File: config.mk
export PLATFORM = sky130hd
export DESIGN_NAME = fft32_seq_ctrl
export DESIGN_NICKNAME = d
export VERILOG_FILES = /design/src/rtl/fft32_pkg.sv /design/src/rtl/fft32_addr_gen.sv /design/src/rtl/fft32_seq_ctrl.sv
export SDC_FILE = /design/constraint.sdc
export NUM_CORES = 1
export LEC_CHECK = 0
export BUFFER_PORTS_ARGS = -buffer_cell sky130_fd_sc_hd__buf_4
export CAP_MARGIN = 0
export CORE_AREA = 2 2 80 82
export CTS_CLUSTER_DIAMETER = 200
export DETAILED_ROUTE_END_ITERATION = 16
export DIE_AREA = 0 0 82 84
export PLACE_DENSITY_LB_ADDON = 0.25
export SYNTH_ARGS = -nofsm -noshare
export SYNTH_HDL_FRONTEND = slang
export SYNTH_SLANG_ARGS = --single-unit
File: constraint.sdc
create_clock -name clk -period 7.3 [get_ports clk]
set_input_delay 1.46 -clock clk [delete_from_list [all_inputs] [get_ports clk]]
set_output_delay 1.46 -clock clk [all_outputs]
set_load 0.005 [all_outputs]
File: src/rtl/fft32_pkg.sv
// Shared constants, state encoding, write-back mux codes and the bit-reverse helper
// for the 32-point radix-2 DIT FFT control path.
package fft32_pkg;

   localparam int N_POINTS = 32;
   localparam int LOG2N    = 5;
   localparam int HALF_N   = 16;

   typedef enum logic [2:0] {
      ST_IDLE   = 3'd0,
      ST_LOAD   = 3'd1,
      ST_ISSUE  = 3'd2,
      ST_DRAIN  = 3'd3,
      ST_UNLOAD = 3'd4
   } state_t;

   localparam logic [1:0] SEL_IN   = 2'b00;
   localparam logic [1:0] SEL_UP   = 2'b01;
   localparam logic [1:0] SEL_LO   = 2'b10;
   localparam logic [1:0] SEL_IDLE = 2'b11;

   function automatic logic [4:0] bitrev5(input logic [4:0] x);
      return {x[0], x[1], x[2], x[3], x[4]};
   endfunction

endpackage

File: src/rtl/fft32_addr_gen.sv
// Combinational butterfly address generator: maps (stage, butterfly index k)
// to the two operand addresses and the twiddle ROM index.
module fft32_addr_gen
   import fft32_pkg::*;
(
   input  logic [2:0] stage,
   input  logic [3:0] k,
   output logic [4:0] a,
   output logic [4:0] b,
   output logic [3:0] tw_addr
);

   logic [3:0] mask;
   logic [3:0] pos;
   logic [3:0] grp;
   logic [4:0] span;

   always_comb begin
      // span = 2^stage; pos is k's position inside its group, grp the group number
      mask    = ~(4'hF << stage);
      pos     = k & mask;
      grp     = k >> stage;
      span    = 5'd1 << stage;
      a       = ({1'b0, grp} << (stage + 3'd1)) + {1'b0, pos};
      b       = a + span;
      tw_addr = pos << (3'd4 - stage);
   end

endmodule

File: src/rtl/fft32_seq_ctrl.sv
// Frame sequencer for the 32-point FFT: bit-reversed load, five butterfly stages
// with a delayed write-back pipeline, then natural-order unload.
module fft32_seq_ctrl
   import fft32_pkg::*;
#(
   parameter int BFLY_LAT = 2
) (
   input  logic       clk,
   input  logic       rst_n,
   input  logic       start,
   input  logic       in_valid,
   output logic       in_ready,
   output logic       out_valid,
   input  logic       out_ready,
   output logic       rd_en,
   output logic [4:0] rd_addr_a,
   output logic [4:0] rd_addr_b,
   output logic       wr_en,
   output logic [4:0] wr_addr,
   output logic [1:0] mux_sel,
   output logic [3:0] tw_addr,
   output logic [2:0] stage,
   output logic       busy,
   output logic       done
);

   localparam int              DW         = (BFLY_LAT > 1) ? $clog2(BFLY_LAT) : 1;
   localparam int              LAST       = BFLY_LAT - 1;
   localparam logic [DW-1:0]   DRAIN_END  = DW'(BFLY_LAT - 1);
   localparam logic [2:0]      LAST_STAGE = 3'(LOG2N - 1);
   localparam logic [4:0]      LAST_IDX   = 5'(N_POINTS - 1);

   state_t          state, state_nx;
   logic [4:0]      cnt;
   logic [4:0]      idx_nx;
   logic [DW-1:0]   dcnt;
   logic [2:0]      stage_q;
   logic            out_valid_q;
   logic            issue;
   logic            hs;

   logic [4:0]      ag_a, ag_b;
   logic [3:0]      ag_tw;

   logic [BFLY_LAT-1:0] pipe_v;
   logic [4:0]          pipe_a [BFLY_LAT];
   logic [4:0]          pipe_b [BFLY_LAT];
   logic                hold_v;
   logic [4:0]          hold_b;

   fft32_addr_gen u_addr_gen (
      .stage   (stage_q),
      .k       (cnt[4:1]),
      .a       (ag_a),
      .b       (ag_b),
      .tw_addr (ag_tw)
   );

   // Handshakes: a transfer happens in a cycle where valid and ready are both high;
   // a valid source holds its data and address stable until that cycle.
   always_comb begin
      state_nx  = state;
      in_ready  = 1'b0;
      rd_en     = 1'b0;
      rd_addr_a = 5'd0;
      rd_addr_b = 5'd0;
      tw_addr   = 4'd0;
      wr_en     = 1'b0;
      wr_addr   = 5'd0;
      mux_sel   = SEL_IDLE;
      done      = 1'b0;
      issue     = 1'b0;
      hs        = 1'b0;
      idx_nx    = cnt;

      // Butterfly results return from the pipeline regardless of the current state
      if (pipe_v[LAST]) begin
         wr_en   = 1'b1;
         wr_addr = pipe_a[LAST];
         mux_sel = SEL_UP;
      end else if (hold_v) begin
         wr_en   = 1'b1;
         wr_addr = hold_b;
         mux_sel = SEL_LO;
      end

      case (state)
         ST_IDLE: begin
            if (start) state_nx = ST_LOAD;
         end
         ST_LOAD: begin
            in_ready = 1'b1;
            if (in_valid) begin
               wr_en   = 1'b1;
               wr_addr = bitrev5(cnt);
               mux_sel = SEL_IN;
               if (cnt == LAST_IDX) state_nx = ST_ISSUE;
            end
         end
         ST_ISSUE: begin
            if (!cnt[0]) begin
               issue     = 1'b1;
               rd_en     = 1'b1;
               rd_addr_a = ag_a;
               rd_addr_b = ag_b;
               tw_addr   = ag_tw;
            end
            if (cnt == LAST_IDX) state_nx = ST_DRAIN;
         end
         ST_DRAIN: begin
            if (dcnt == DRAIN_END)
               state_nx = (stage_q == LAST_STAGE) ? ST_UNLOAD : ST_ISSUE;
         end
         ST_UNLOAD: begin
            hs = out_valid_q & out_ready;
            if (hs && cnt != LAST_IDX) idx_nx = cnt + 5'd1;
            rd_en     = 1'b1;
            rd_addr_a = idx_nx;
            if (hs && cnt == LAST_IDX) begin
               done     = 1'b1;
               state_nx = ST_IDLE;
            end
         end
         default: state_nx = ST_IDLE;
      endcase
   end

   always_ff @(posedge clk or negedge rst_n) begin
      if (!rst_n) begin
         state       <= ST_IDLE;
         cnt         <= 5'd0;
         dcnt        <= '0;
         stage_q     <= 3'd0;
         out_valid_q <= 1'b0;
      end else begin
         state       <= state_nx;
         out_valid_q <= (state == ST_UNLOAD) && !done;
         case (state)
            ST_LOAD: begin
               stage_q <= 3'd0;
               if (in_valid) cnt <= cnt + 5'd1;
            end
            ST_ISSUE: cnt <= cnt + 5'd1;
            ST_DRAIN: begin
               if (dcnt == DRAIN_END) begin
                  dcnt <= '0;
                  if (stage_q != LAST_STAGE) stage_q <= stage_q + 3'd1;
               end else begin
                  dcnt <= dcnt + 1'b1;
               end
            end
            ST_UNLOAD: begin
               cnt <= done ? 5'd0 : idx_nx;
               if (done) stage_q <= 3'd0;
            end
            default: begin
               cnt  <= 5'd0;
               dcnt <= '0;
            end
         endcase
      end
   end

   // Each issue carries {a, b} for BFLY_LAT cycles; b is written one cycle after a
   always_ff @(posedge clk or negedge rst_n) begin
      if (!rst_n) begin
         pipe_v <= '0;
         for (int i = 0; i < BFLY_LAT; i++) begin
            pipe_a[i] <= 5'd0;
            pipe_b[i] <= 5'd0;
         end
         hold_v <= 1'b0;
         hold_b <= 5'd0;
      end else begin
         pipe_v[0] <= issue;
         pipe_a[0] <= ag_a;
         pipe_b[0] <= ag_b;
         for (int i = 1; i < BFLY_LAT; i++) begin
            pipe_v[i] <= pipe_v[i-1];
            pipe_a[i] <= pipe_a[i-1];
            pipe_b[i] <= pipe_b[i-1];
         end
         hold_v <= pipe_v[LAST];
         hold_b <= pipe_b[LAST];
      end
   end

   assign out_valid = out_valid_q;
   assign stage     = stage_q;
   assign busy      = (state != ST_IDLE);

endmodule

# Word-level counts from Yosys, hierarchy flattened
# Index checks and enable logic that the tools add are counted.
[classes]
add_sub_neg = 6
n_eq_ne = 16
shifts = 5
mux = 42
n_bitwise = 4
n_reduce_logical = 11
[op_table]
columns = ["op", "count"]
rows = [
  ["5-bit 2-to-1 mux", 10],
  ["3-bit 2-to-1 mux", 10],
  ["5-bit one-hot mux with 4 select lines", 1],
  ["2-bit != test (second input constant)", 8],
  ["3-bit one-hot mux with 5 select lines", 1],
  ["1-bit 2-to-1 mux", 11],
  ["5-bit one-hot mux with 2 select lines", 1],
  ["3-bit one-hot mux with 3 select lines", 1],
  ["4-bit 2-to-1 mux", 2],
  ["3-bit by 2-bit equality test with 1-bit output (second input constant)", 2],
  ["3-bit equality test (second input constant)", 2],
  ["2-bit 2-to-1 mux", 3],
  ["6-bit AND reduction", 1],
  ["3-bit nonzero test", 2],
  ["5-bit by 1-bit adder with 5-bit output (second input constant)", 1],
  ["5-bit by 4-bit adder with 5-bit output", 1],
  ["5-bit adder", 1],
  ["5-bit equality test (second input constant)", 1],
  ["5-bit != test (second input constant)", 1],
  ["1-bit by 3-bit << shifter with 5-bit output (first input constant)", 1],
  ["4-bit by 3-bit << shifter with 5-bit output", 1],
  ["4-bit bitwise AND", 1],
  ["4-bit NOT", 1],
  ["1-bit one-hot mux with 2 select lines", 2],
  ["other kinds (16)", 18],
]
[word_totals]
register_bits = 41
inputBits = 5
out_inout_bits = 30
wordCells = 96

# Logic depth before layout (Yosys ltp)
[depth]
ltp_word = 7
depth_mapped = 15
ltp_nobuf = 14

# Hierarchy
# From an unflattened synthesis, not the netlist that was laid out.
[unflattened]
hier_cells = 272
hier_area_um2 = 2620.0
[modules_own_cells]
columns = ["mod", "instances", "cells_each", "area_per_inst_um2", "seq_area_each_um2"]
rows = [
  ["fft32_seq_ctrl", 1, 177, 1866.8, 1026.0],
  ["fft32_addr_gen", 1, 95, 753.2, 0.0],
]

# Least setup slack after synthesis
# Ideal clock, no wire load.
[synth_path]
kind = "register to output"
start = "register stage_q[0], in the netlist stage[0]"
end = "output port rd_addr_b[4]"
arrival_ns = 3.384
t_required_ns = 5.840
slack_ns = 2.456
stages_incl_launch_ff = 13
n_path_buf = 2
path_cell_list = "dfrtp_1 > buf_2 > inv_1 > ha_1 > buf_1 > nor4_1 > fa_1 > fa_1 > a21o_1 > a21oi_1 > xnor2_1 > nand2_1 > mux2i_1"
[synth_via]
elab_chain_cells = 7
word_cells_on_any_way = 11
cone_classes = "add/sub: 3; shift: 4; mux: 2; bitwise: 2"
[synth_lines]
columns = ["item", "line_no", "text"]
rows = [
  ["start: declaration", "fft32_seq_ctrl.sv:37", "logic [2:0] stage_q;"],
  ["start signal: assignment", "fft32_seq_ctrl.sv:147", "if (stage_q != LAST_STAGE) stage_q <= stage_q + 3'd1;"],
  ["branches (longest 3 deep; another with 3-bit by 1-bit adder with 3-bit output)", "-", ""],
  ["5-bit by 4-bit adder with 5-bit output (*)", "fft32_addr_gen.sv:24", "a = ({1'b0, grp} << (stage + 3'd1)) + {1'b0, pos};"],
  ["named net ag_a[1]", "fft32_seq_ctrl.sv:42", "logic [4:0] ag_a, ag_b;"],
  ["5-bit adder (*)", "fft32_addr_gen.sv:25", "b = a + span;"],
  ["5-bit 2-to-1 mux (*)", "fft32_seq_ctrl.sv:101", "if (!cnt[0]) begin"],
  ["5-bit 2-to-1 mux (*)", "fft32_seq_ctrl.sv:87", "case (state)"],
  ["end: declaration", "fft32_seq_ctrl.sv:17", "output logic [4:0] rd_addr_b,"],
]
# Mark *: on every way through the listed nets, which the timed path passes.

# Worst setup path after layout
# Ends and elaborated chain as after synthesis.

==> run_results.csv <==
group,metric,value,unit
sta,clock_skew,0.00827,ns
min_path,min_to,"pipe_v[1]",
floorplanning,initial_core_util,0.427,
cts,clkTransAtPathRegs,0.08,ns
floorplanning,die_h,84,um
sta,worstMarginPinSlew,0.801,ns
synth,seq_area_frac_synth,0.394,
pwr,seqPwrFrac,0.354,
pwr,leakage,1.44,nW
global_route,overflow,0,
placed_design,hpwlAfterDp,4.11,mm
setup_path,crit_required,5.84,ns
pwr,p_per_area,394,mW/mm^2
layout,n_antenna_cell,0,
floorplanning,num_rows,29,
setup_path,critPathLaunchType,"register",
setup_path,path_buf_inv,2,
synth,yosysTopAreaCell,"dfrtp_1",
sta,slew_headroom,0.464,
cts,ctsResizeCount,0,
global_route,grt_max_degree,42,
sta,tns,0,ns
layout,layout.nets,319,
setup_path,reg2regPathDepth,11,
min_path,hold_class,"reg2reg",
sta,rsz0062_at_grt,"no",
global_route,grtUsageTotal,0.172,
sta,fin_crit_sh,0.808,
cts,hold_buffers,0,
sta,setup_violations,0,
pwr,power_frac_comb,0.492,
cts,htree_levels,2,
min_path,hold_start,"pipe_v[0]",
layout,layout-drive-gt1-share,0.193,
cts,clock_path_buffers,2,
cts,clock-sinks,41,
layout,n_fill_cell,578,
sta,fmax,0.170,GHz
setup_path,cp_max_fo,19,
pwr,clockPowerShare,0.154,
layout,area_growth,14.6,%
placed_design,numPortBuffers,34,
drt,route.detailed.wl_per_inst,14.8,um
synth,syn_area,0.00260,mm^2
pwr,switching_share,0.415,
pwr,intPower,0.000688,W
floorplanning,io_pins,35,
pwr,max-vdd-ir-drop,180,uV
cts,clk_latency,0.29,ns
setup_path,r2r_start,"stage[0]",
cts,cts_root_buf,"clkbuf_8",
synth,ys_top_cells_by_count,"dfrtp_1, nand2_1, ha_1, a21oi_1, nor2_1",
drt,dr.pass1.iters,4,
floorplanning,die_x,82,um
global_route,grt_pass1_wl,9.32,mm
outcome,status,"finished clean",
synth,synthTopCellsByArea,"dfrtp_1, ha_1, a21oi_1",
setup_path,crit_path_end_kind,"output port",
drt,drc,0,
cts,cts_tree,"yes",
drt,num_vias,2045,
min_path,min_path_cells,0,
setup_path,r2r-end,"pipe_b[9]",
synth,yosys_warnings,0,
synth,syn_nets,295,
synth,synth_top_area_frac,0.394,
synth,postSynthAreaPerCell,9.64,um^2
drt,ant_nets,0,
setup_path,critPathMaxStageDelay,0.73,ns
setup_path,worstPathArrival,4.44,ns
sta,hold_viol,0,
synth,yosysUniqueCellTypes,58,
floorplanning,core_area,0.00610,mm^2
synth,ys.flop_type,"dfrtp_1",
setup_path,crit_family,"adder cells",
synth,synth_edf_count,0,
pwr,p_switching,0.000488,W
cts,cts_setup_buffers,0,
setup_path,worstPathCellList,"inv_1, ha_1, or2_2, nor3_1, ha_1, fa_1, fa_1, a21o_1, a21oi_1, xnor2_1, nand2_1, mux2i_1, buf_4",
sta,period_needed,5.90,ns
synth,synthArstFlopShare,1.00,
sta,report.final.slew_viol_count,0,
drt,vias_per_cell,5.50,
setup_path,slowest_stage,"dfrtp_1",
global_route,antenna_found_initial,0,
global_route,grt_pass1_vias,1934,
drt,wl,5.52,mm
setup_path,reg2reg_slack,3.36,ns
pwr,finalPower,0.00118,W
synth,ys_ff_latch,41,
cts,numCtsBuffers,5,
drt,drtIter0Drc,105,
synth,syn_inst,270,
setup_path,path_class,"reg2out",
flow_run,maxCapViolations,0,
placed_design,globalplace.congestion,0.844,
synth,yosysMostFrequentCell,"dfrtp_1",
floorplanning,die-area,0.00689,mm^2
-- how the worst max path moves through the flow --
stage,from,endpoint,depth (start not counted)
3_5_place_dp,stage[0],rd_addr_b[4],13
2_1_floorplan,stage[0],rd_addr_b[4],12
4_1_cts,stage[0],rd_addr_b[4],13
6_report,stage[0],rd_addr_b[4],13
5_1_grt,stage[0],rd_addr_b[4],13
3_3_place_gp,stage[0],rd_addr_b[4],13
-- registers in the layout, summed over array words and instances, names as in the netlist --
name and count:
pipe_b 10, state 3, out_valid 1, pipe_a 10, dcnt 1, stage 3, hold_v 1, hold_b 5
cnt 5, pipe_v 2
-- cell usage in the layout, fill, tap and decap left out, types with 2 or more instances in the layout --
cell	n
mux2i_1	6
a211oi_1	3
nand2_1	20
o22ai_1	4
a32oi_1	3
nor3_1	9
xnor2_1	8
ha_1	18
a22o_1	3
or2_2	2
a21oi_1	15
xor2_1	6
and2_1	6
inv_1	11
o31ai_1	2
fa_1	2
or3_1	2
clkbuf_8	5
buf_4	34
nor2_1	15
a22oi_1	6
nor4_1	2
nand2b_1	6
nand3_1	6
o21ai_1	9
a21o_1	5
o21ai_0	7
and3_1	2
dfrtp_1	41
nor2b_1	8
nor3b_4	2
-- cell type report --
| type | instances | area [um^2] | share of cell area |
|---|---|---|---|
| multi-input combinational | 200 | 1450 | 0.484 |
| sequential | 41 | 1030 | 0.344 |
| timing repair buffer | 34 | 255 | 0.0856 |
| tap | 77 | 96.3 | 0.0323 |
| clock buffer | 5 | 68.8 | 0.0231 |
| clock inverter | 3 | 46.3 | 0.0155 |
| inverter | 12 | 45.0 | 0.0151 |
-- through the flow --
stage	utilization	hold WS, ns	cell area, um^2	instances	setup WS (ns)
final	0.489	0.350	2980	372	1.40
after global routing	0.489	0.352	2980	372	1.08
after CTS	0.489	0.347	2980	372	1.43
after global placement	0.470	0.333	2870	364	1.93
after floorplan	-	0.331	2600	270	2.46
after detailed placement	0.470	0.335	2870	364	1.76
-- power groups by stage --
stage                     registers, W  logic (W)  clock network, W
after detailed placement      0.000421   0.000581                 0
after global routing          0.000431   0.000651          0.000194
after floorplan               0.000341   0.000481                 0
after global placement        0.000418   0.000574                 0
after CTS                     0.000416   0.000584          0.000186
final                         0.000416   0.000579          0.000181
-- cell families after synthesis --
kind of cell	share of synthesized area
and+or+nand+nor	0.196
AOI/OAI and AO/OA	0.177
adders and majority gates	0.102
DFF	0.394
buffers and inverters	0.0505
xor gates and xnor gates	0.0471
muxes	0.0332
-- layer usage --
layer | track usage | routed length [um] | vias up
met4 | 0.0455 | 67 | 0
met2 | 0.276 | 2600 | 50
met5 | 0 | 0 | -
met3 | 0.0271 | 263 | 6
li1 | - | - | 1009
met1 | 0.239 | 2590 | 980
(Power assumes the default switching activity.)
